<file path="src/rtl/number_entry.sv">
// Keypad number builder: turns digit/minus/enter/clear strobes into a signed
// two's-complement value with a sign code, a commit pulse and entry status.
module number_entry #(
    parameter int unsigned WIDTH      = 25,
    parameter int unsigned MAX_DIGITS = 7
) (
    input  logic             clk,
    input  logic             rst,
    input  logic             digit_valid,
    input  logic [3:0]       digit,
    input  logic             minus_key,
    input  logic             enter_key,
    input  logic             clear_key,
    output logic [WIDTH-1:0] num,
    output logic [1:0]       sign,
    output logic             num_valid,
    output logic             overflow,
    output logic [2:0]       digit_count
);

    localparam int unsigned MAG_W   = WIDTH - 1;
    localparam logic [2:0]  MAX_CNT = 3'(MAX_DIGITS);

    typedef enum logic [1:0] {
        IDLE  = 2'd0,
        ENTRY = 2'd1,
        DONE  = 2'd2
    } state_t;

    state_t             state;
    logic [MAG_W-1:0]   mag;
    logic               neg;
    logic               commit_pend;
    logic               digit_ok;
    logic [MAG_W-1:0]   mag_next;

    // Decimal digit strobe qualification; codes 10-15 are not digits.
    assign digit_ok = digit_valid && (digit <= 4'd9);

    // Shift-in of one decimal digit: mag*10 + digit, bounded by MAX_DIGITS.
    always_comb begin
        mag_next = MAG_W'(mag << 3) + MAG_W'(mag << 1) + MAG_W'(digit);
    end

    // Entry state machine, magnitude accumulator and registered outputs.
    always_ff @(posedge clk or posedge rst) begin
        if (rst) begin
            state       <= IDLE;
            mag         <= '0;
            neg         <= 1'b0;
            commit_pend <= 1'b0;
            num         <= '0;
            sign        <= 2'd0;
            num_valid   <= 1'b0;
            overflow    <= 1'b0;
            digit_count <= 3'd0;
        end else begin
            // Output stage trails the accumulator by one edge so the commit
            // pulse lines up with the final value.
            commit_pend <= 1'b0;
            num_valid   <= commit_pend;
            num         <= neg ? (~{1'b0, mag} + WIDTH'(1)) : {1'b0, mag};
            sign        <= {1'b0, neg};

            if (clear_key) begin
                mag         <= '0;
                neg         <= 1'b0;
                overflow    <= 1'b0;
                digit_count <= 3'd0;
                state       <= IDLE;
            end else if (enter_key) begin
                if (state != DONE) begin
                    commit_pend <= 1'b1;
                    state       <= DONE;
                end
            end else if (minus_key) begin
                if (state == DONE) begin
                    mag         <= '0;
                    neg         <= 1'b1;
                    overflow    <= 1'b0;
                    digit_count <= 3'd0;
                    state       <= ENTRY;
                end else if (digit_count == 3'd0) begin
                    neg   <= ~neg;
                    state <= ENTRY;
                end
            end else if (digit_ok) begin
                if (state == DONE) begin
                    mag         <= MAG_W'(digit);
                    neg         <= 1'b0;
                    overflow    <= 1'b0;
                    digit_count <= (digit != 4'd0) ? 3'd1 : 3'd0;
                    state       <= ENTRY;
                end else if (digit_count < MAX_CNT) begin
                    mag   <= mag_next;
                    state <= ENTRY;
                    if (mag_next != '0) begin
                        digit_count <= digit_count + 3'd1;
                    end
                end else begin
                    overflow <= 1'b1;
                end
            end
        end
    end

endmodule

</file>
<file path="config.mk">
export PLATFORM = sky130hd
export DESIGN_NAME = number_entry
export DESIGN_NICKNAME = d
export VERILOG_FILES = /design/src/rtl/number_entry.sv
export SDC_FILE = /design/constraint.sdc
export NUM_CORES = 1
export LEC_CHECK = 0
export ABC_AREA = 1
export BUFFER_PORTS_ARGS = -buffer_cell sky130_fd_sc_hd__buf_2
export CAP_MARGIN = 10
export CORE_ASPECT_RATIO = 1.1
export CORE_UTILIZATION = 60
export DETAILED_ROUTE_END_ITERATION = 10
export GPL_ROUTABILITY_DRIVEN = 1
export PLACE_DENSITY_LB_ADDON = 0.25
export SLEW_MARGIN = 15
export SYNTH_ARGS = -nofsm -noshare
export SYNTH_HDL_FRONTEND = slang
export SYNTH_SLANG_ARGS = --single-unit
</file>
<file path="constraint.sdc">
create_clock -name clk -period 3.5 [get_ports clk]
set_clock_uncertainty 0.05 [all_clocks]
set_input_delay 0.35 -clock clk [delete_from_list [all_inputs] [get_ports clk]]
set_output_delay 0.35 -clock clk [all_outputs]
set_load 0.005 [all_outputs]
</file>
==> impl_results.md <==
- Initial antenna violation count: 0
- Clk buf depth: 2
- Finished Layout Cells: between 700 and 800
- DR WL/cell: ~14 um
- Crit path buffers/inverters: 2
- Period minus WS final: around 3.0 ns
- Yosys reg bits: between 50 and 60
- Routed Antenna Nets: 0
- Die height: around 92 um
- Post-Syn Nets: 667
- Post-synthesis cell area: around 4500 um^2
- RSZ-0062 raised after global routing: no
- Cts hold-fix bufs: 0
- Crit path top cell by count: nand2_1
- Psw: between 0.0007 and 0.0008 W
- GR Layer Usage met2: between 40% and 50%
- Clk pwr share: 30.2%
- Worst path required time: between 3 and 4 ns
- Via count: approximately 4.2k
- Initial Util: between 60% and 70%
- Antenna Cells: 0
- Maximum capacitance violations: 0
- Vias per cell: between 5 and 6
- Total global routing track utilization: 29.2%
- Worst min path class: in -> async
- PD cells: between 400 and 500 nW/um^2
- DIE WIDTH: roughly 84 um
- Seq pwr share: between 30% and 40%
- Final core utilization: a little over two thirds
- Met1 Usage GRT: between 40% and 50%
- Worst EP arrival: 3.26 ns
- Inst Count DP: roughly 730
- P_leak: 2.85 nW
- Syn Inst Count: 610
- Fill cells: slightly above 600
- Met3 Resource Use GR: under 10%
- Most Crowded Layer GR: met2
- Crit path max-delay family: simple AND/OR/NAND/NOR gates
- Total Nets Final: slightly above 700
- Clk root buf: clkbuf_8
- Gates resized, CTS repair: 0
- VDD IR max: about 200 uV
- CP peak stage delay: around 0.54 ns
- Core area: about 7000 um^2
- CTS H-tree lvls: 3
- DPL Wire Length: roughly 8600 um
- Largest net degree at the start of global routing: 34
- Vias in the first global route: 3,846
- Setup TNS: 0 ns
- CP Max Fanout: 5
- Postcts setup bufs: 0
- DRT Pass-1 Iters: 8
- Slew @ Worst Pin: about 0.66 ns
- Fin. Hold Viols: 0
- Failing checks: DRC
- Final setup vio count: 0
- Internal Power: between 0.001 and 0.0015 W
- Worst skew pair latency: ~0.34 ns
- Layout cell share with drive strength beyond 1: 12.8%
- Drt total wl: 10,700 um
- Tcrit/Tclk final: between 80 and 90%
- Row cnt: 32
- Post-synthesis sequential area ratio: 33.1%
- Status: finished with violations
- Die area: just under 8000 um^2
- Starting DRC count in detailed routing: roughly 240
- Post-synth EDFFs: 0
- Slew Limit Fails: 0
- Fmax achieved: approximately 0.33 GHz
- Post-synth ARST share: between 90% and 100%
- Syn-to-layout area delta: 11.2%
- CP Cell Sequence: inv_1 -> fa_1 -> fa_1 -> inv_1 -> nand3_1 -> nand2_1 -> nand2_1 -> nand3_2 -> nand2_1 -> nand2_1 -> nand2_1 -> nor2_1 -> nand3_1 -> nor2_2 -> nand2_2 -> nand2_2 -> nand2_1 -> nand2_1
- Slowest stage cell, crit path: fa_1
- Unique masters post-synth: 38
- First-pass GRT wire length: around 18,000 um
- GRT overflow: 0
- TritonCTS Sinks: roughly 60
- Comb pwr share: between 30% and 40%
- CTS tree: yes
- Syn_area_per_cell: approximately 7.3 um^2
- Residual DRC count: 12
- Sw Share: about a third
- Crit. End Element: flip-flop
- Main synth FF type: dfrtp_1
- Total CTS buffers: 9
- Rel. slew slack: 55.7%
- IO buf count: 40
- Placer Congestion: 0.954
- Yosys warnings: 0
- Reg clk slew, reported paths: roughly 0.070 ns
- CP Launch Type: flip-flop
- WS Path Type: reg -> reg
- Num ports: between 40 and 50
[cells in the final DEF, fill, tap and decap left out, types with 2 or more instances in the layout]
master | Yosys | final
a21o_1 | 2 | 2
a21oi_1 | 26 | 26
a21oi_2 | 2 | 2
a31oi_1 | 3 | 3
buf_2 | 3 | 40
buf_4 | 2 | 3
bufinv_16 | 0 | 2
clkbuf_1 | 2 | 2
clkbuf_8 | 0 | 9
clkinv_2 | 0 | 2
dfrtp_1 | 59 | 59
fa_1 | 2 | 2
ha_1 | 45 | 45
inv_1 | 100 | 99
inv_2 | 2 | 3
nand2_1 | 146 | 146
nand2_2 | 6 | 6
nand3_1 | 41 | 41
nand3_2 | 3 | 3
nand3b_1 | 4 | 4
nand4_1 | 11 | 11
nor2_1 | 57 | 57
nor2_2 | 8 | 8
nor3_1 | 3 | 3
nor3_2 | 2 | 2
o21ai_0 | 28 | 28
o21ai_1 | 2 | 2
o22ai_1 | 14 | 14
xnor2_1 | 2 | 2
xor2_1 | 24 | 24
[worst reg2reg max path, delay by kind of cell, from the launching register on]
family,cells,cell delay (ns)
and+or+nand+nor,14,1.20
buffers and inverters,2,0.27
DFF,1,0.45
adders and majority gates,2,1.01
[stage by stage]
stage | cell area, um^2 | setup WS (ns) | hold WS [ns] | power, W
floorplan | 4460 | 0.842 | 0.281 | 0.00131
global placement | 4750 | 0.565 | 0.297 | 0.00151
detailed placement | 4750 | 0.512 | 0.301 | 0.00154
CTS | 4960 | 0.466 | 0.0726 | 0.00219
global route | 4960 | 0.212 | 0.112 | 0.00232
finish | 4960 | 0.462 | 0.0564 | 0.00219
[final cells by class]
class / count / area (um^2) / share of cell area [%]
repair buffers: 43 / 223 / 4.49
flip-flops and latches: 59 / 1480 / 29.7
well taps: 85 / 106 / 2.14
inverters: 103 / 387 / 7.79
clock inverters: 5 / 77.6 / 1.56
clock buffers: 11 / 131 / 2.65
multi-input cells: 441 / 2560 / 51.6
[registers in the layout, indices dropped and copies added, names as in the netlist]
name,cells
neg,1
mag,24
digit_count,3
commit_pend,1
state,2
num_valid,1
sign,1
num,25
overflow,1
[worst paths after layout]
| path | startpoint | end | slack [ns] | cells after the start |
|---|---|---|---|---|
| setup / recovery | mag[0]$_DFFE_PP0P_ | digit_count[1]$_DFFE_PP0P_ | 0.46 | 18 |
| hold / removal | rst | num[15]$_DFF_PP0_ | 0.06 | 2 |
| setup reg to reg | mag[0]$_DFFE_PP0P_ | digit_count[1]$_DFFE_PP0P_ | 0.46 | 18 |
| hold reg to reg | commit_pend$_DFF_PP0_ | num_valid$_DFF_PP0_ | 0.31 | 0 |
| max in group asynchronous | rst | num[1]$_DFF_PP0_ | 2.55 | 3 |
| min in group clk | enter_key | state[0]$_DFFE_PP0P_ | 0.14 | 2 |
[power by group through the flow]
stage / clock network, W / registers, W / logic (W)
6_report: 0.000662 / 0.000860 / 0.000671
5_1_grt: 0.000693 / 0.000873 / 0.000754
3_3_place_gp: 0 / 0.000867 / 0.000648
4_1_cts: 0.000667 / 0.000859 / 0.000667
3_5_place_dp: 0 / 0.000871 / 0.000664
2_1_floorplan: 0 / 0.000879 / 0.000429
[routing by layer]
metal  part of all wire, %  vias up
met2                    47      119
met4                   1.3        0
li1                      -     2054
met5                     0        -
met1                    47     1976
met3                   4.3       14
[cell families after synthesis]
logic type / Yosys count / synth area share [%]
XOR/XNOR: 26 / 5.10
buffers and inverters: 110 / 9.50
AO/OA/AOI/OAI: 83 / 10.7
flip-flops: 59 / 33.1
adder cells (fa/ha/maj): 47 / 13.5
AND/OR/NAND/NOR: 284 / 28.0
other: 1 / 0.0840
[synth_stat cells (3+ instances only)]
cell      number  area share (%)
nand2_1      146              12
inv_1        100             8.4
dfrtp_1       59              33
nor2_1        57             4.8
ha_1          45              13
nand3_1       41             4.6
o21ai_0       28             3.1
a21oi_1       26             2.9
xor2_1        24             4.7
o22ai_1       14             2.0
nand4_1       11             1.5
nor2_2         8             1.1
nand2_2        6            0.84
nand3b_1       4            0.67
a31oi_1        3            0.42
buf_2          3            0.34
nand3_2        3            0.67
nor3_1         3            0.34
Power figures use the tool's default switching activity.
